## src/rtl/if_fetch_buf.sv

```systemverilog
// Instruction fetch buffer: fetches pc_i over a req/gnt/rvalid port, queues pc-tagged
// responses and feeds the IF/ID register. Defining IFB_BYPASS_EN lets a response skip an empty FIFO.

module if_fetch_buf_chk #(
    parameter int unsigned DEPTH = 4,
    parameter int unsigned CNT_W = 3
) (
    input  logic             clk,
    input  logic             rst,
    input  logic             push,
    input  logic [CNT_W-1:0] count
);
    a_no_push_when_full: assert property (@(posedge clk) disable iff (rst)
        !(push && (count == CNT_W'(DEPTH))));
endmodule

module if_fetch_buf #(
    parameter int unsigned DEPTH    = 4,
    parameter logic [31:0] NOP_INST = 32'h0000_0000
) (
    input  logic        clk,
    input  logic        rst,
    input  logic [31:0] pc_i,
    input  logic        ce_i,
    input  logic [5:0]  stall,
    input  logic        flush,
    output logic        inst_req_o,
    output logic [31:0] inst_addr_o,
    input  logic        inst_gnt_i,
    input  logic        inst_rvalid_i,
    input  logic [31:0] inst_rdata_i,
    output logic        stallreq_if_o,
    output logic [31:0] id_pc_o,
    output logic [31:0] id_inst_o,
    output logic        id_valid_o
);
    localparam int unsigned PTR_W = (DEPTH > 1) ? $clog2(DEPTH) : 1;
    localparam int unsigned CNT_W = PTR_W + 1;
    localparam logic [CNT_W-1:0] DEPTH_C = CNT_W'(DEPTH);
    localparam logic [CNT_W-1:0] CNT_ONE = CNT_W'(32'd1);
    localparam logic [PTR_W-1:0] PTR_ONE = PTR_W'(32'd1);

    typedef enum logic [1:0] {
        IDLE      = 2'd0,
        WAIT_GNT  = 2'd1,
        WAIT_RESP = 2'd2
    } state_t;

    state_t           state_r;
    state_t           state_s;
    logic             drop_r;
    logic             drop_s;
    logic [31:0]      addr_q_r;
    logic [31:0]      addr_q_s;
    logic [31:0]      tag_q_r;
    logic [31:0]      tag_q_s;

    logic [31:0]      fifo_pc_r   [DEPTH];
    logic [31:0]      fifo_inst_r [DEPTH];
    logic [PTR_W-1:0] wr_ptr_r;
    logic [PTR_W-1:0] rd_ptr_r;
    logic [CNT_W-1:0] count_r;
    logic [CNT_W-1:0] count_s;

    logic [31:0]      id_pc_r;
    logic [31:0]      id_inst_r;
    logic             id_valid_r;

    logic             inflight_s;
    logic [CNT_W-1:0] slots_s;
    logic             can_issue_s;
    logic             req_s;
    logic [31:0]      addr_s;
    logic             rsp_ok_s;
    logic             fifo_empty_s;
    logic             bypass_s;
    logic             push_s;
    logic             pop_s;
    logic             unused_stall_s;

    assign unused_stall_s = ^{stall[5:3], stall[0]};

    // Capacity accounting: the outstanding fetch reserves a slot unless it will be dropped
    always_comb begin
        inflight_s   = (state_r == WAIT_RESP) && !drop_r;
        slots_s      = count_r + {{(CNT_W-1){1'b0}}, inflight_s};
        fifo_empty_s = (count_r == {CNT_W{1'b0}});
        can_issue_s  = ce_i && !flush && (slots_s < DEPTH_C) &&
                       ((state_r == IDLE) || ((state_r == WAIT_RESP) && inst_rvalid_i));
        rsp_ok_s     = (state_r == WAIT_RESP) && inst_rvalid_i && !drop_r && !flush;
    end

    // Response routing: straight into the IF/ID register or through the FIFO
    always_comb begin
`ifdef IFB_BYPASS_EN
        bypass_s = rsp_ok_s && fifo_empty_s && !stall[1];
`else
        bypass_s = 1'b0;
`endif
        push_s = rsp_ok_s && !bypass_s;
        pop_s  = !flush && !stall[1] && !fifo_empty_s;
    end

    // Fetch FSM next state, request outputs and drop tracking
    always_comb begin
        state_s  = state_r;
        drop_s   = drop_r;
        addr_q_s = addr_q_r;
        tag_q_s  = tag_q_r;
        req_s    = 1'b0;
        addr_s   = pc_i;
        case (state_r)
            IDLE, WAIT_RESP: begin
                req_s  = can_issue_s;
                addr_s = pc_i;
                if (can_issue_s && inst_gnt_i) begin
                    state_s = WAIT_RESP;
                    tag_q_s = pc_i;
                end else if (can_issue_s) begin
                    state_s  = WAIT_GNT;
                    addr_q_s = pc_i;
                end else if ((state_r == WAIT_RESP) && inst_rvalid_i) begin
                    state_s = IDLE;
                end else begin
                    state_s = state_r;
                end
            end
            WAIT_GNT: begin
                // Address stays frozen until the memory grants, even across a flush
                req_s  = 1'b1;
                addr_s = addr_q_r;
                if (inst_gnt_i) begin
                    state_s = WAIT_RESP;
                    tag_q_s = addr_q_r;
                end else begin
                    state_s = WAIT_GNT;
                end
            end
            default: begin
                state_s = IDLE;
            end
        endcase

        if (flush && ((state_r == WAIT_GNT) || ((state_r == WAIT_RESP) && !inst_rvalid_i))) begin
            drop_s = 1'b1;
        end else if ((state_r == WAIT_RESP) && inst_rvalid_i) begin
            drop_s = 1'b0;
        end else begin
            drop_s = drop_r;
        end
    end

    // FIFO occupancy next value
    always_comb begin
        case ({push_s, pop_s})
            2'b10:   count_s = count_r + CNT_ONE;
            2'b01:   count_s = count_r - CNT_ONE;
            default: count_s = count_r;
        endcase
    end

    assign inst_req_o    = req_s;
    assign inst_addr_o   = addr_s;
    assign stallreq_if_o = ce_i && !(req_s && inst_gnt_i);

    // Fetch FSM state and request bookkeeping registers
    always_ff @(posedge clk) begin
        if (rst) begin
            state_r  <= IDLE;
            drop_r   <= 1'b0;
            addr_q_r <= 32'h0000_0000;
            tag_q_r  <= 32'h0000_0000;
        end else begin
            state_r  <= state_s;
            drop_r   <= drop_s;
            addr_q_r <= addr_q_s;
            tag_q_r  <= tag_q_s;
        end
    end

    // FIFO pointers and count; a flush empties the queue
    always_ff @(posedge clk) begin
        if (rst || flush) begin
            wr_ptr_r <= {PTR_W{1'b0}};
            rd_ptr_r <= {PTR_W{1'b0}};
            count_r  <= {CNT_W{1'b0}};
        end else begin
            if (push_s) begin
                wr_ptr_r <= wr_ptr_r + PTR_ONE;
            end
            if (pop_s) begin
                rd_ptr_r <= rd_ptr_r + PTR_ONE;
            end
            count_r <= count_s;
        end
    end

    // FIFO storage: pc tag alongside the returned instruction word
    always_ff @(posedge clk) begin
        if (push_s) begin
            fifo_pc_r[wr_ptr_r]   <= tag_q_r;
            fifo_inst_r[wr_ptr_r] <= inst_rdata_i;
        end
    end

    // IF/ID output register with flush/stall priority
    always_ff @(posedge clk) begin
        if (rst || flush) begin
            id_pc_r    <= 32'h0000_0000;
            id_inst_r  <= NOP_INST;
            id_valid_r <= 1'b0;
        end else if (stall[1] && !stall[2]) begin
            id_pc_r    <= 32'h0000_0000;
            id_inst_r  <= NOP_INST;
            id_valid_r <= 1'b0;
        end else if (stall[1]) begin
            id_pc_r    <= id_pc_r;
            id_inst_r  <= id_inst_r;
            id_valid_r <= id_valid_r;
        end else if (!fifo_empty_s) begin
            id_pc_r    <= fifo_pc_r[rd_ptr_r];
            id_inst_r  <= fifo_inst_r[rd_ptr_r];
            id_valid_r <= 1'b1;
        end else if (bypass_s) begin
            id_pc_r    <= tag_q_r;
            id_inst_r  <= inst_rdata_i;
            id_valid_r <= 1'b1;
        end else begin
            id_pc_r    <= 32'h0000_0000;
            id_inst_r  <= NOP_INST;
            id_valid_r <= 1'b0;
        end
    end

    assign id_pc_o    = id_pc_r;
    assign id_inst_o  = id_inst_r;
    assign id_valid_o = id_valid_r;

    if_fetch_buf_chk #(
        .DEPTH (DEPTH),
        .CNT_W (CNT_W)
    ) u_chk (
        .clk   (clk),
        .rst   (rst),
        .push  (push_s),
        .count (count_r)
    );

endmodule

```

## config.mk

```make
export PLATFORM = sky130hd
export DESIGN_NAME = if_fetch_buf
export DESIGN_NICKNAME = d
export VERILOG_FILES = /design/src/rtl/if_fetch_buf.sv
export SDC_FILE = /design/constraint.sdc
export NUM_CORES = 1
export LEC_CHECK = 0
export CORE_ASPECT_RATIO = 1.25
export CORE_UTILIZATION = 55
export CTS_CLUSTER_DIAMETER = 80
export DETAILED_ROUTE_END_ITERATION = 6
export GPL_TIMING_DRIVEN = 0
export PLACE_DENSITY = 0.87
export SLEW_MARGIN = 20
export SYNTH_ARGS = -nofsm -noshare
export SYNTH_HDL_FRONTEND = slang
export SYNTH_SLANG_ARGS = --single-unit
```

## constraint.sdc

```tcl
create_clock -name clk -period 3.6 [get_ports clk]
set_input_delay 0.9 -clock clk [delete_from_list [all_inputs] [get_ports clk]]
set_output_delay 0.9 -clock clk [all_outputs]
set_load 0.02 [all_outputs]
```

## Word-level counts from Yosys, hierarchy flattened

Memories as Yosys holds them, arrays and structs flattened. A register that Yosys moved wholly into a read port is not among the register bits.
Index checks and enable logic that the tools add are counted.

- Bitwise operators: 1
- Muxes and demuxes: 22
- $add $sub $neg: 5
- Reductions and logical operators: 34
- Equality and inequality tests: 7
- Magnitude comparators: 1

Operator list:

| kind | count |
|---|---|
| $mux W32 | 5 |
| $pmux W32 S2 | 1 |
| $mux W2 | 8 |
| $logic_and A1 B1 Y1 | 15 |
| $logic_not A1 Y1 | 7 |
| $pmux W3 S2 | 1 |
| $reduce_and A3 Y1 | 2 |
| $reduce_bool A2 Y1 | 3 |
| $mux W1 | 5 |
| $add A2 B1 Y2 const B | 2 |
| $eq A2 B1 Y1 const B | 2 |
| $eq A2 B2 Y1 const B | 2 |
| $ne A2 B2 Y1 const B | 2 |
| $ne A4 B4 Y1 const B | 1 |
| $pmux W2 S2 | 1 |
| $reduce_or A2 Y1 | 2 |
| $add A3 B1 Y3 | 1 |
| $add A3 B1 Y3 const B | 1 |
| $logic_not A3 Y1 | 1 |
| $logic_or A1 B1 Y1 | 3 |
| $lt A3 B3 Y1 const B | 1 |
| $sub A3 B1 Y3 const B | 1 |
| $logic_not A2 Y1 | 1 |
| $pmux W1 S2 | 1 |
| $not A1 Y1 | 1 |

- Bits in registers: 139
- Output and inout bits: 99
- Memory bits (writable): 256
- Input bits: 76
- Memories: 2
- Logic and storage cells: 82

Memories:

| name | words | bits a word | read ports | clocked after Yosys merged registers in | wr ports | line | source |
|---|---|---|---|---|---|---|---|
| fifo_inst_r | 4 | 32 | 1 | 1 | 1 | 59 | `logic [31:0] fifo_inst_r [DEPTH];` |
| fifo_pc_r | 4 | 32 | 1 | 1 | 1 | 58 | `logic [31:0] fifo_pc_r [DEPTH];` |

## Depth between registers and ports, before layout

- Depth after elaboration: 10
- Depth in mapped cells: 9
- Depth with buffers taken out: 9

## Worst setup path after synthesis

No wires, ideal clock.

- Path kind: input to register
- Start: in flush
- End: mem fifo_inst_r[1][0], enable pin
- Setup time: 0.429 ns
- Buffers on the path: 0
- Arrival: 2.795 ns
- Slack: 0.376 ns
- Cell stages on the path: 2
- Cells stage by stage: nor3b_2 and2_1

- Longest elaborated chain between the ends: 4

RTL lines:

| element | line | source |
|---|---|---|
| start, declared | 26 | `input logic flush,` |
| $logic_not A1 Y1 | 90 | `rsp_ok_s = (state_r == WAIT_RESP) && inst_rvalid_i && !drop_r && !flush;` |
| $logic_and A1 B1 Y1 | 90 |  |
| $mux W1 | 200 | `if (push_s) begin` |
| $mux W1 (implied by the code) | 202 | `fifo_inst_r[wr_ptr_r] <= inst_rdata_i;` |
| end, declared | 59 |  |

No other way between the ends.

## Worst setup path after layout

- Start: in ce_i
- End: out stallreq_if_o

- Longest elaborated chain between the ends: 7

RTL lines:

| element | line | source |
|---|---|---|
| start, declared | 24 | `input logic ce_i,` |
| $logic_and A1 B1 Y1 (3 in a row) | 88 | `can_issue_s = ce_i && !flush && (slots_s < DEPTH_C) &&` |
| $pmux W1 S2 | 112 | `case (state_r)` |
| $logic_and A1 B1 Y1 | 164 | `assign stallreq_if_o = ce_i && !(req_s && inst_gnt_i);` |
| $logic_not A1 Y1 | 164 |  |
| $logic_and A1 B1 Y1 (*) | 164 |  |
| end, declared | 32 | `output logic stallreq_if_o,` |

Every way passes the cells marked *; elsewhere a longest branch is shown, timed or not.

==> flow_metrics.env <==
export IMPL_critical_path_startpoint="ce_i"
export IMPL_clk_insertion_delay_late_ns=0.52
export IMPL_die_footprint_mm2=0.0281
export IMPL_post_cts_setup_buffer_count=0
export IMPL_cts_path_max_buffers=3
export IMPL_syn_mean_instance_area_um2=15.9
export IMPL_dp_cells=1469
export IMPL_cts_buffers=38
export IMPL_layout_filler_cells=1753
export IMPL_fraction_of_final_layout_cells_sized_beyond_drive_strength_1=0.163
export IMPL_worstPathRequired_ns=2.70
export IMPL_initial_antenna_violation_count=0
export IMPL_final_min_clock_period_ns=3.49
export IMPL_power_density_mw_per_mm2=492
export IMPL_postRouteAntennaNets=0
export IMPL_timing_worst_setup_path_type="primary input to primary output"
export IMPL_yosysTopAreaCell="sky130_fd_sc_hd__edfxtp_1"
export IMPL_final_period_utilization=0.969
export IMPL_finalHoldViolCount=0
export IMPL_area_growth_pct=22.5
export IMPL_regArea_mm2=0.0105
export IMPL_slew_viol_final=0
export IMPL_result_of_the_run="complete, no violations"
export IMPL_drt_pre_antenna_iters=5
export IMPL_final_setup_skew_ns=0.0164
export IMPL_clkTransAtPathRegs_ns=0.06
export IMPL_crit_path_end_kind="primary output"
export IMPL_synth_fp_nets=1034
export IMPL_critPathArrivalTime_ns=2.59
export IMPL_timing_max_cap_violations=0
export IMPL_area_taken_by_multi_input_logic_gates_mm2=0.00423
export IMPL_num_rows=67
export IMPL_setup_repair_after_global_routing_missed_its_margin="false"
export IMPL_finish_utilization=0.687
export IMPL_num_nets_final=1245
export IMPL_seq_area_frac_synth=0.696
export IMPL_via_total_after_detailed_routing=8821
export IMPL_placer_congestion=0.809
export IMPL_yosysTopAreaCellShare=0.509
export IMPL_initial_core_util=0.561
export IMPL_hpwl_mm=20.8
export IMPL_hold_class="flip-flop to flip-flop"
export IMPL_final_setup_viol_count=0
export IMPL_die_y_um=187
export IMPL_ys_top_cells_by_area="sky130_fd_sc_hd__edfxtp_1, sky130_fd_sc_hd__dfxtp_1, sky130_fd_sc_hd__mux4_2, sky130_fd_sc_hd__a22oi_1, sky130_fd_sc_hd__nand2b_1"
export IMPL_tritoncts="built"
export IMPL_max_slew_margin=0.486
export IMPL_ir_worst_vdd_mv=0.332
export IMPL_gr_usage_all_layers=0.228
export IMPL_synth_warning_count=0
export IMPL_final_area_mm2=0.0185
export IMPL_die_x_um=150
export IMPL_final_common_cell="sky130_fd_sc_hd__edfxtp_1"
export IMPL_layoutNonFillerInstCount=1536
export IMPL_detail_route_drc_violations=0
export IMPL_global_route_wire_length_before_repair_mm=48.4
export IMPL_grt_max_degree=35
export IMPL_cp_max_fo=7
export IMPL_avgViaCountPerCell=5.74
export IMPL_htreeDepth=2
export IMPL_power_static_leakage_uw=0.00593
export IMPL_placeable_area_mm2=0.0269
export IMPL_clkSinkCount=397
export IMPL_finalHoldWorstSlack_ns=0.477
export IMPL_start_kind="primary input"
export IMPL_avgRoutedWirePerCell_um=20.7
export IMPL_total_wire_length_mm=31.7
export IMPL_commonest_non_fill_non_tap_cells_in_the_layout="sky130_fd_sc_hd__edfxtp_1, sky130_fd_sc_hd__clkdlybuf4s50_1, sky130_fd_sc_hd__dfxtp_1"
export IMPL_num_antenna_cells=0
export IMPL_cell_area_after_placement_mm2=0.0173
export IMPL_timing_hold_worst_start="addr_q_r[21]$_SDFFE_PP0P_"
export IMPL_cts_root_buf="sky130_fd_sc_hd__clkbuf_16"
export IMPL_grt_overflow=0
export IMPL_syn_cell_area_mm2=0.0151
export IMPL_ys_ff_latch=397
export IMPL_achievable_frequency_mhz=287
export IMPL_synthesis_instances=952
export IMPL_num_io_pins=175
export IMPL_via_count_of_the_first_global_routing_pass=9010
export IMPL_io_buffer_count=168
export IMPL_regToRegStartpoint="state_r[1]$_SDFFE_PP0P_"
export IMPL_tns_ns=0
export IMPL_tightest_slew_ns=0.771
export IMPL_initial_drt_markers=392
export IMPL_netlist_cell_type_count=42
==> power breakdown <==
group / switching, uW / internal, uW / total [uW]
clock: 1620 / 2160 / 3780
combinational: 212 / 208 / 421
sequential: 32.2 / 4870 / 4900
total: 1860 / 7240 / 9110
==> cell usage after synthesis <==
master / n
sky130_fd_sc_hd__xor2_1: 2
sky130_fd_sc_hd__a22oi_1: 64
sky130_fd_sc_hd__mux4_2: 64
sky130_fd_sc_hd__or2_2: 1
sky130_fd_sc_hd__nor3_1: 3
sky130_fd_sc_hd__buf_2: 16
sky130_fd_sc_hd__a2111oi_4: 1
sky130_fd_sc_hd__nor3b_1: 2
sky130_fd_sc_hd__nor2_1: 76
sky130_fd_sc_hd__a31o_1: 1
sky130_fd_sc_hd__a211oi_1: 1
sky130_fd_sc_hd__or3_1: 1
sky130_fd_sc_hd__mux2_2: 33
sky130_fd_sc_hd__dfxtp_1: 141
sky130_fd_sc_hd__xnor2_1: 3
sky130_fd_sc_hd__o21ai_0: 2
sky130_fd_sc_hd__o21a_1: 1
sky130_fd_sc_hd__o21ai_4: 1
sky130_fd_sc_hd__a2111o_1: 1
sky130_fd_sc_hd__buf_1: 3
sky130_fd_sc_hd__a221oi_1: 1
sky130_fd_sc_hd__clkbuf_1: 42
sky130_fd_sc_hd__inv_1: 9
sky130_fd_sc_hd__o21ba_1: 1
sky130_fd_sc_hd__and2_1: 4
sky130_fd_sc_hd__nand2_1: 3
sky130_fd_sc_hd__edfxtp_1: 256
sky130_fd_sc_hd__a21oi_1: 35
sky130_fd_sc_hd__nor3b_2: 2
sky130_fd_sc_hd__ha_1: 5
sky130_fd_sc_hd__nand2b_1: 65
sky130_fd_sc_hd__or3b_4: 1
sky130_fd_sc_hd__fa_1: 1
sky130_fd_sc_hd__and3b_1: 1
sky130_fd_sc_hd__buf_6: 4
sky130_fd_sc_hd__o21ai_1: 32
sky130_fd_sc_hd__nand3_1: 33
sky130_fd_sc_hd__a21o_1: 1
sky130_fd_sc_hd__mux2i_1: 33
sky130_fd_sc_hd__or3b_1: 1
sky130_fd_sc_hd__nor2b_1: 2
sky130_fd_sc_hd__buf_12: 3
==> logic make-up after synthesis <==
logic type,synth area share
compound gates,0.0616
xor+xnor,0.00290
fa+ha+maj,0.00547
buf+inv,0.0257
flops,0.696
mux,0.142
simple gates,0.0664
==> critical path: stages <==
cell and delay, ns:
sky130_fd_sc_hd__clkdlybuf4s50_1 0.46, sky130_fd_sc_hd__or3b_4 0.41, sky130_fd_sc_hd__nor3_2 0.11, sky130_fd_sc_hd__a31o_1 0.17
sky130_fd_sc_hd__buf_6 0.17, sky130_fd_sc_hd__nor2b_1 0.07, sky130_fd_sc_hd__clkdlybuf4s15_1 0.28
==> metal layers <==
metal / up-vias / global-route usage / share of wire
met5: - / 0 / 0
met4: 0 / 0.0820 / 0.028
met3: 65 / 0.0341 / 0.052
met2: 278 / 0.414 / 0.54
met1: 4435 / 0.271 / 0.38
li1: 4043 / - / -
==> per-stage QoR <==
step	setup WS [ns]	power (uW)
2_1_floorplan	0.376	5210
3_3_place_gp	-1.38	5410
3_5_place_dp	-0.304	5420
4_1_cts	0.0369	9160
5_1_grt	0.0216	9380
6_report	0.111	9110
==> sequential cells by signal (all words and copies together) (netlist names), named ones only <==
name,flops
drop_r,1
fifo_inst_r,128
tag_q_r,32
count_r,3
fifo_pc_r,128
addr_q_r,32
id_pc_o,32
wr_ptr_r,2
state_r,2
id_valid_o,1
rd_ptr_r,2
id_inst_o,32
==> area by class of cell <==
type / instances / share of cell area
Timing Repair Buffer: 172 / 0.0951
Clock buffer: 50 / 0.0577
Clock inverter: 18 / 0.00636
Inverter: 9 / 0.00183
Multi-Input combinational cell: 478 / 0.229
Buffer: 67 / 0.0189
Tap cell: 345 / 0.0233
Sequential cell: 397 / 0.568
==> timing repair <==
item                                    in CTS  in global routing
resized for setup                            5                  4
cloned                                       0                  0
hold buffers                                 0                  0
endpoints found under the hold margin        0                  0
endpoints found under the setup margin      30                  1
==> path summary, 6_finish.rpt <==
kind	to	slack, ns	cells after the start
hold / removal	addr_q_r[21]$_SDFFE_PP0P_	0.48	2
setup / recovery	stallreq_if_o	0.11	7
setup reg to reg	fifo_inst_r[3][2]$_DFFE_PP_	0.90	4
hold reg to reg	addr_q_r[21]$_SDFFE_PP0P_	0.48	2
Note: power is estimated with default switching activity, not from simulation.
